### src/rtl/serial_add_ctrl_if.sv
// Operand/result handshake bundle for serial_add_ctrl.
// The sub wire is present only when SERIAL_ADD_SUB_EN is defined.
interface serial_add_ctrl_if #(parameter int WIDTH = 4);
    logic             in_valid;
    logic             in_ready;
    logic [WIDTH-1:0] x;
    logic [WIDTH-1:0] y;
`ifdef SERIAL_ADD_SUB_EN
    logic             sub;
`endif
    logic             out_valid;
    logic             out_ready;
    logic [WIDTH:0]   sum;
    logic             busy;

    modport master (
        output in_valid, x, y,
`ifdef SERIAL_ADD_SUB_EN
        output sub,
`endif
        output out_ready,
        input  in_ready, out_valid, sum, busy
    );

    modport slave (
        input  in_valid, x, y,
`ifdef SERIAL_ADD_SUB_EN
        input  sub,
`endif
        input  out_ready,
        output in_ready, out_valid, sum, busy
    );
endinterface

### src/rtl/serial_add_ctrl.sv
// Bit-serial adder: one full-adder slice, LSB first, WIDTH cycles per sum.
// Define SERIAL_ADD_SUB_EN to add the subtract mode (x - y via ~y + 1).
module serial_add_ctrl #(
    parameter int WIDTH = 4
) (
    input  logic             clk,
    input  logic             rst_n,
    serial_add_ctrl_if.slave bus
);
    localparam int CW = $clog2(WIDTH);

    typedef enum logic [1:0] {S_IDLE = 2'd0, S_RUN = 2'd1, S_DONE = 2'd2} state_t;

    state_t           r_state, w_next;
    logic [WIDTH-1:0] r_a, r_b;
    logic             r_c;
    logic [CW-1:0]    r_cnt;
    logic [WIDTH:0]   r_sum;

    logic             w_accept, w_last, w_s, w_cout, w_sub;
    logic [WIDTH-1:0] w_b_load;
    logic             w_in_ready, w_out_valid, w_busy;

`ifdef SERIAL_ADD_SUB_EN
    assign w_sub = bus.sub;
`else
    assign w_sub = 1'b0;
`endif

    // Subtraction is x + ~y + 1: invert B and seed the carry with 1.
    assign w_b_load = w_sub ? ~bus.y : bus.y;
    assign w_accept = (r_state == S_IDLE) && bus.in_valid;
    assign w_last   = (r_cnt == CW'(WIDTH - 1));
    assign w_s      = r_a[0] ^ r_b[0] ^ r_c;
    assign w_cout   = (r_a[0] & r_b[0]) | (r_a[0] & r_c) | (r_b[0] & r_c);

    always_ff @(posedge clk or negedge rst_n) begin
        if (!rst_n) r_state <= S_IDLE;
        else        r_state <= w_next;
    end

    always_comb begin
        w_next = r_state;
        case (r_state)
            S_IDLE:  if (bus.in_valid)  w_next = S_RUN;
            S_RUN:   if (w_last)        w_next = S_DONE;
            S_DONE:  if (bus.out_ready) w_next = S_IDLE;
            default:                    w_next = S_IDLE;
        endcase
    end

    always_comb begin
        w_in_ready  = 1'b0;
        w_out_valid = 1'b0;
        w_busy      = 1'b0;
        case (r_state)
            S_IDLE:  w_in_ready  = 1'b1;
            S_RUN:   w_busy      = 1'b1;
            S_DONE:  w_out_valid = 1'b1;
            default: ;
        endcase
    end

    always_ff @(posedge clk or negedge rst_n) begin
        if (!rst_n) begin
            r_a   <= '0;
            r_b   <= '0;
            r_c   <= 1'b0;
            r_cnt <= '0;
            r_sum <= '0;
        end else if (w_accept) begin
            r_a   <= bus.x;
            r_b   <= w_b_load;
            r_c   <= w_sub;
            r_cnt <= '0;
            r_sum <= '0;
        end else if (r_state == S_RUN) begin
            // Sum bits enter at the top and walk down, so bit 0 ends up LSB.
            r_sum[WIDTH-1:0] <= {w_s, r_sum[WIDTH-1:1]};
            r_a              <= r_a >> 1;
            r_b              <= r_b >> 1;
            r_c              <= w_cout;
            if (w_last) r_sum[WIDTH] <= w_cout;
            else        r_cnt        <= r_cnt + CW'(1);
        end
    end

    assign bus.in_ready  = w_in_ready;
    assign bus.out_valid = w_out_valid;
    assign bus.busy      = w_busy;
    assign bus.sum       = r_sum;
endmodule
### src/flat_wrapper.sv
// flat-port wrapper written by rule: the top's interface ports become plain ports
module serial_add_ctrl_flat 
#(
    parameter int WIDTH = 4
)
  (clk, rst_n, bus_in_valid, bus_x, bus_y, bus_out_ready, bus_in_ready, bus_out_valid, bus_sum, bus_busy);
  serial_add_ctrl_if #(.WIDTH(WIDTH)) bus_i ();
  input  logic clk;
  input  logic rst_n;
  input wire logic [$bits(bus_i.in_valid)-1:0] bus_in_valid;
  input wire logic [$bits(bus_i.x)-1:0] bus_x;
  input wire logic [$bits(bus_i.y)-1:0] bus_y;
  input wire logic [$bits(bus_i.out_ready)-1:0] bus_out_ready;
  output wire logic [$bits(bus_i.in_ready)-1:0] bus_in_ready;
  output wire logic [$bits(bus_i.out_valid)-1:0] bus_out_valid;
  output wire logic [$bits(bus_i.sum)-1:0] bus_sum;
  output wire logic [$bits(bus_i.busy)-1:0] bus_busy;
  assign bus_i.in_valid = bus_in_valid;
  assign bus_i.x = bus_x;
  assign bus_i.y = bus_y;
  assign bus_i.out_ready = bus_out_ready;
  assign bus_in_ready = bus_i.in_ready;
  assign bus_out_valid = bus_i.out_valid;
  assign bus_sum = bus_i.sum;
  assign bus_busy = bus_i.busy;
  serial_add_ctrl #(.WIDTH(WIDTH)) u_core (.clk(clk), .rst_n(rst_n), .bus(bus_i));
endmodule
### config.mk
export PLATFORM = sky130hd
export DESIGN_NAME = serial_add_ctrl_flat
export DESIGN_NICKNAME = d
export VERILOG_FILES = /design/src/rtl/serial_add_ctrl_if.sv /design/src/rtl/serial_add_ctrl.sv /design/src/flat_wrapper.sv
export SDC_FILE = /design/constraint.sdc
export NUM_CORES = 1
export LEC_CHECK = 0
export ABC_AREA = 1
export BUFFER_PORTS_ARGS = -buffer_cell sky130_fd_sc_hd__clkbuf_2
export CORE_MARGIN = 1.5
export CORE_UTILIZATION = 54
export CTS_CLUSTER_DIAMETER = 60
export DETAILED_ROUTE_END_ITERATION = 8
export PLACE_DENSITY = 0.86
export SKIP_CTS_REPAIR_TIMING = 1
export SLEW_MARGIN = 30
export SYNTH_ARGS = -nofsm -noshare
export SYNTH_HDL_FRONTEND = slang
export SYNTH_SLANG_ARGS = --single-unit
### constraint.sdc
create_clock -name clk -period 3 [get_ports clk]
set_input_delay 0.6 -clock clk [delete_from_list [all_inputs] [get_ports clk]]
set_output_delay 0.6 -clock clk [all_outputs]
set_load 0.01 [all_outputs]
==> impl_metrics.csv <==
group,metric,value,unit
logic_synthesis,netlist_area,881,sq um
timing,period_share,65.5,%
run_status,status,"finished clean",
clock_tree,clk_pin_slew,0.09,ns
hold_path,hold_path_class,"input pin to async pin",
power,power_density,987,nW/um^2
worst_setup_path,cp_max_fo,12,
placed_design,placed_cell_area,968,sq um
drt,drt_wl_total,1610,um
worst_setup_path,crit_path_start,"u_core.r_state[0]",
drt,drtAntennaViolNets,0,
worst_setup_path,cp_slowest_stage_delay,0.62,ns
floorplan,die_y,43.4,um
flow_run,maxCapViolations,0,
timing,finalWorstSetupSlack,1.03,ns
logic_synthesis,synthMostInstantiatedCell,"nand2_1",
clock_tree,cts_buffers,3,
logic_synthesis,ys_async_sr_fraction,100,%
worst_setup_path,reg2reg_depth,4,
layout,regArea,450,sq um
global_routing,track_usage,20.6,%
logic_synthesis,synth_top_cell_area_share,51.1,%
logic_synthesis,syn_inst,103,
drt,vias,749,
floorplan,num_rows,14,
placed_design,dp_worst_setup_slack,1.36,ns
logic_synthesis,ys.flop_type,"dfrtp_1",
clock_tree,clockRootBuffer,"clkbuf_4",
logic_synthesis,synth.yosys.seq_area_share,51.1,%
placed_design,placedCellCount,135,
placed_design,gp_congestion,0.792,
clock_tree,cts_max_path_buffers,2,
logic_synthesis,yosysTopAreaCell,"dfrtp_1",
timing,rsz0062_at_grt,"no",
global_routing,antenna_found_initial,0,
drt,wl_per_cell,11.7,um
global_routing,grt_pass1_wl,2910,um
worst_setup_path,r2r-end,"u_core.r_cnt[1]",
timing,max_freq,509,MHz
drt,dr.pass1.iters,4,
timing,fin_skew,0.00292,ns
timing,final.setup.tns,0,ns
worst_setup_path,cp.arrival,1.37,ns
worst_setup_path,crit_family,"flip-flops",
floorplan,dieArea,1880,sq um
drt,vias_per_cell,5.43,
worst_setup_path,path_class,"flop to primary output",
logic_synthesis,yosys_register_bits,18,
global_routing,grt_pass1_vias,689,
power,leakage,0.559,nW
worst_setup_path,crit_path_start_kind,"flop",
worst_setup_path,crit_path_end_kind,"primary output",
layout,nets,138,
logic_synthesis,synth_edf_count,0,
layout,post_layout_nonfiller_instances,138,
logic_synthesis,synth.area.top_cells,"dfrtp_1 (51%), nand2_1 (19%), nand3_1 (8.0%), nand3b_1 (3.4%), buf_6 (2.6%)",
worst_setup_path,r2r_slack,1.68,ns
timing,hold_violations,0,
clock_tree,cts.htree.levels,1,
floorplan,core,1520,sq um
timing,setup_viol,0,
logic_synthesis,yosysWarnings,0,
floorplan,fp.dieW,43.4,um
placed_design,io_buffers,19,
layout,layout-drive-gt1-share,23.8,%
timing,maxSlewHeadroom,66.6,%
clock_tree,clkSinkCount,18,
worst_setup_path,timing.critical_path.buf_inv,2,
worst_setup_path,crit_required,2.40,ns
logic_synthesis,synthTopCellsByCount,"nand2_1 (44), dfrtp_1 (18), nand3_1 (14)",
timing,drv_slew,0,
timing,finalCriticalPeriod,1.97,ns
worst_setup_path,path_cells,"inv_2 -> nor2_4 -> clkbuf_2",
layout,multi_input_area,377,sq um
layout,syn_to_final_growth,12.5,%
logic_synthesis,synth_nets,117,
global_routing,grt_overflow_total,0,
clock_tree,clk_latency,0.29,ns
worst_setup_path,r2r_start,"u_core.r_state[0]",
layout,insertedDiodeCount,0,
placed_design,place.detailed.hpwl,1210,um
floorplan,ios,20,
drt,drt_iter0_drc,22,
clock_tree,cts_tree,"done",
timing,worst_slew_pin_slew,0.501,ns
logic_synthesis,synth_cell_types,18,
power,ir_drop,0.548,mV
global_routing,grt_start_max_net_pins,19,
worst_setup_path,slowest_stage,"dfrtp_1",
logic_synthesis,syn_area_per_cell,8.55,sq um
drt,drc,0,
layout,post-route-cell-area,991,sq um
layout,fillCellCount,135,
floorplan,initial_utilization,57.8,%
per-layer routing:
metal,global-route usage (%),wire length (um)
met3,2.50,113
met1,27.5,648
met5,0,0
met4,8.48,19
met2,34.0,832
layout make-up:
class / count / share of cell area, %
Sequential cell: 18 / 45.5
Multi-Input combinational cell: 75 / 38.0
Timing Repair Buffer: 19 / 9.60
Inverter: 7 / 2.65
Clock buffer: 3 / 2.27
Tap cell: 16 / 2.02
worst max-delay path by stage:
| stage | end | slack, ns | cells past startpoint |
|---|---|---|---|
| after floorplan | bus_busy | 1.62 | 3 |
| after global placement | bus_busy | 1.39 | 3 |
| after detailed placement | bus_busy | 1.36 | 3 |
| after CTS | bus_busy | 1.04 | 3 |
| after global routing | bus_busy | 0.94 | 3 |
| final | bus_busy | 1.03 | 3 |
registers in the layout (all words and copies together) (netlist names):
register / count
u_core.r_b: 4
u_core.bus.sum: 5
u_core.r_c: 1
u_core.r_cnt: 2
u_core.r_a: 4
u_core.r_state: 2
cells in the final DEF (no fill, tap or decap):
cell type  instances
clkbuf_2          19
clkbuf_4           3
dfrtp_1           18
fa_1               1
ha_1               1
inv_1              5
inv_2              2
nand2_1           44
nand2_2            1
nand2_4            1
nand3_1           14
nand3b_1           4
nand4_1            1
nor2_1             3
nor2_4             2
o21ai_0            1
o21ai_2            1
o31ai_1            1
cell families after synthesis:
family,synth area share [%]
and+or+nand+nor,36.6
AOI/OAI and AO/OA,2.41
adders and majority gates,3.69
buffers and inverters,6.11
DFF,51.1
metrics by stage:
stage,utilization (%),power (mW),hold slack [ns]
after floorplan,-,0.766,0.304
after global placement,63.5,0.842,0.456
after detailed placement,63.5,0.868,0.460
after CTS,65.0,0.984,0.248
after global routing,65.0,1.07,0.275
final,65.0,0.978,0.231
where the power goes:
group	leakage, nW	internal (mW)	switching (mW)
registers	0.231	0.342	0.0906
clock network	0.0138	0.0467	0.0673
logic	0.314	0.160	0.271
total	0.559	0.549	0.429
No activity file was read; power rests on OpenSTA's default activity.
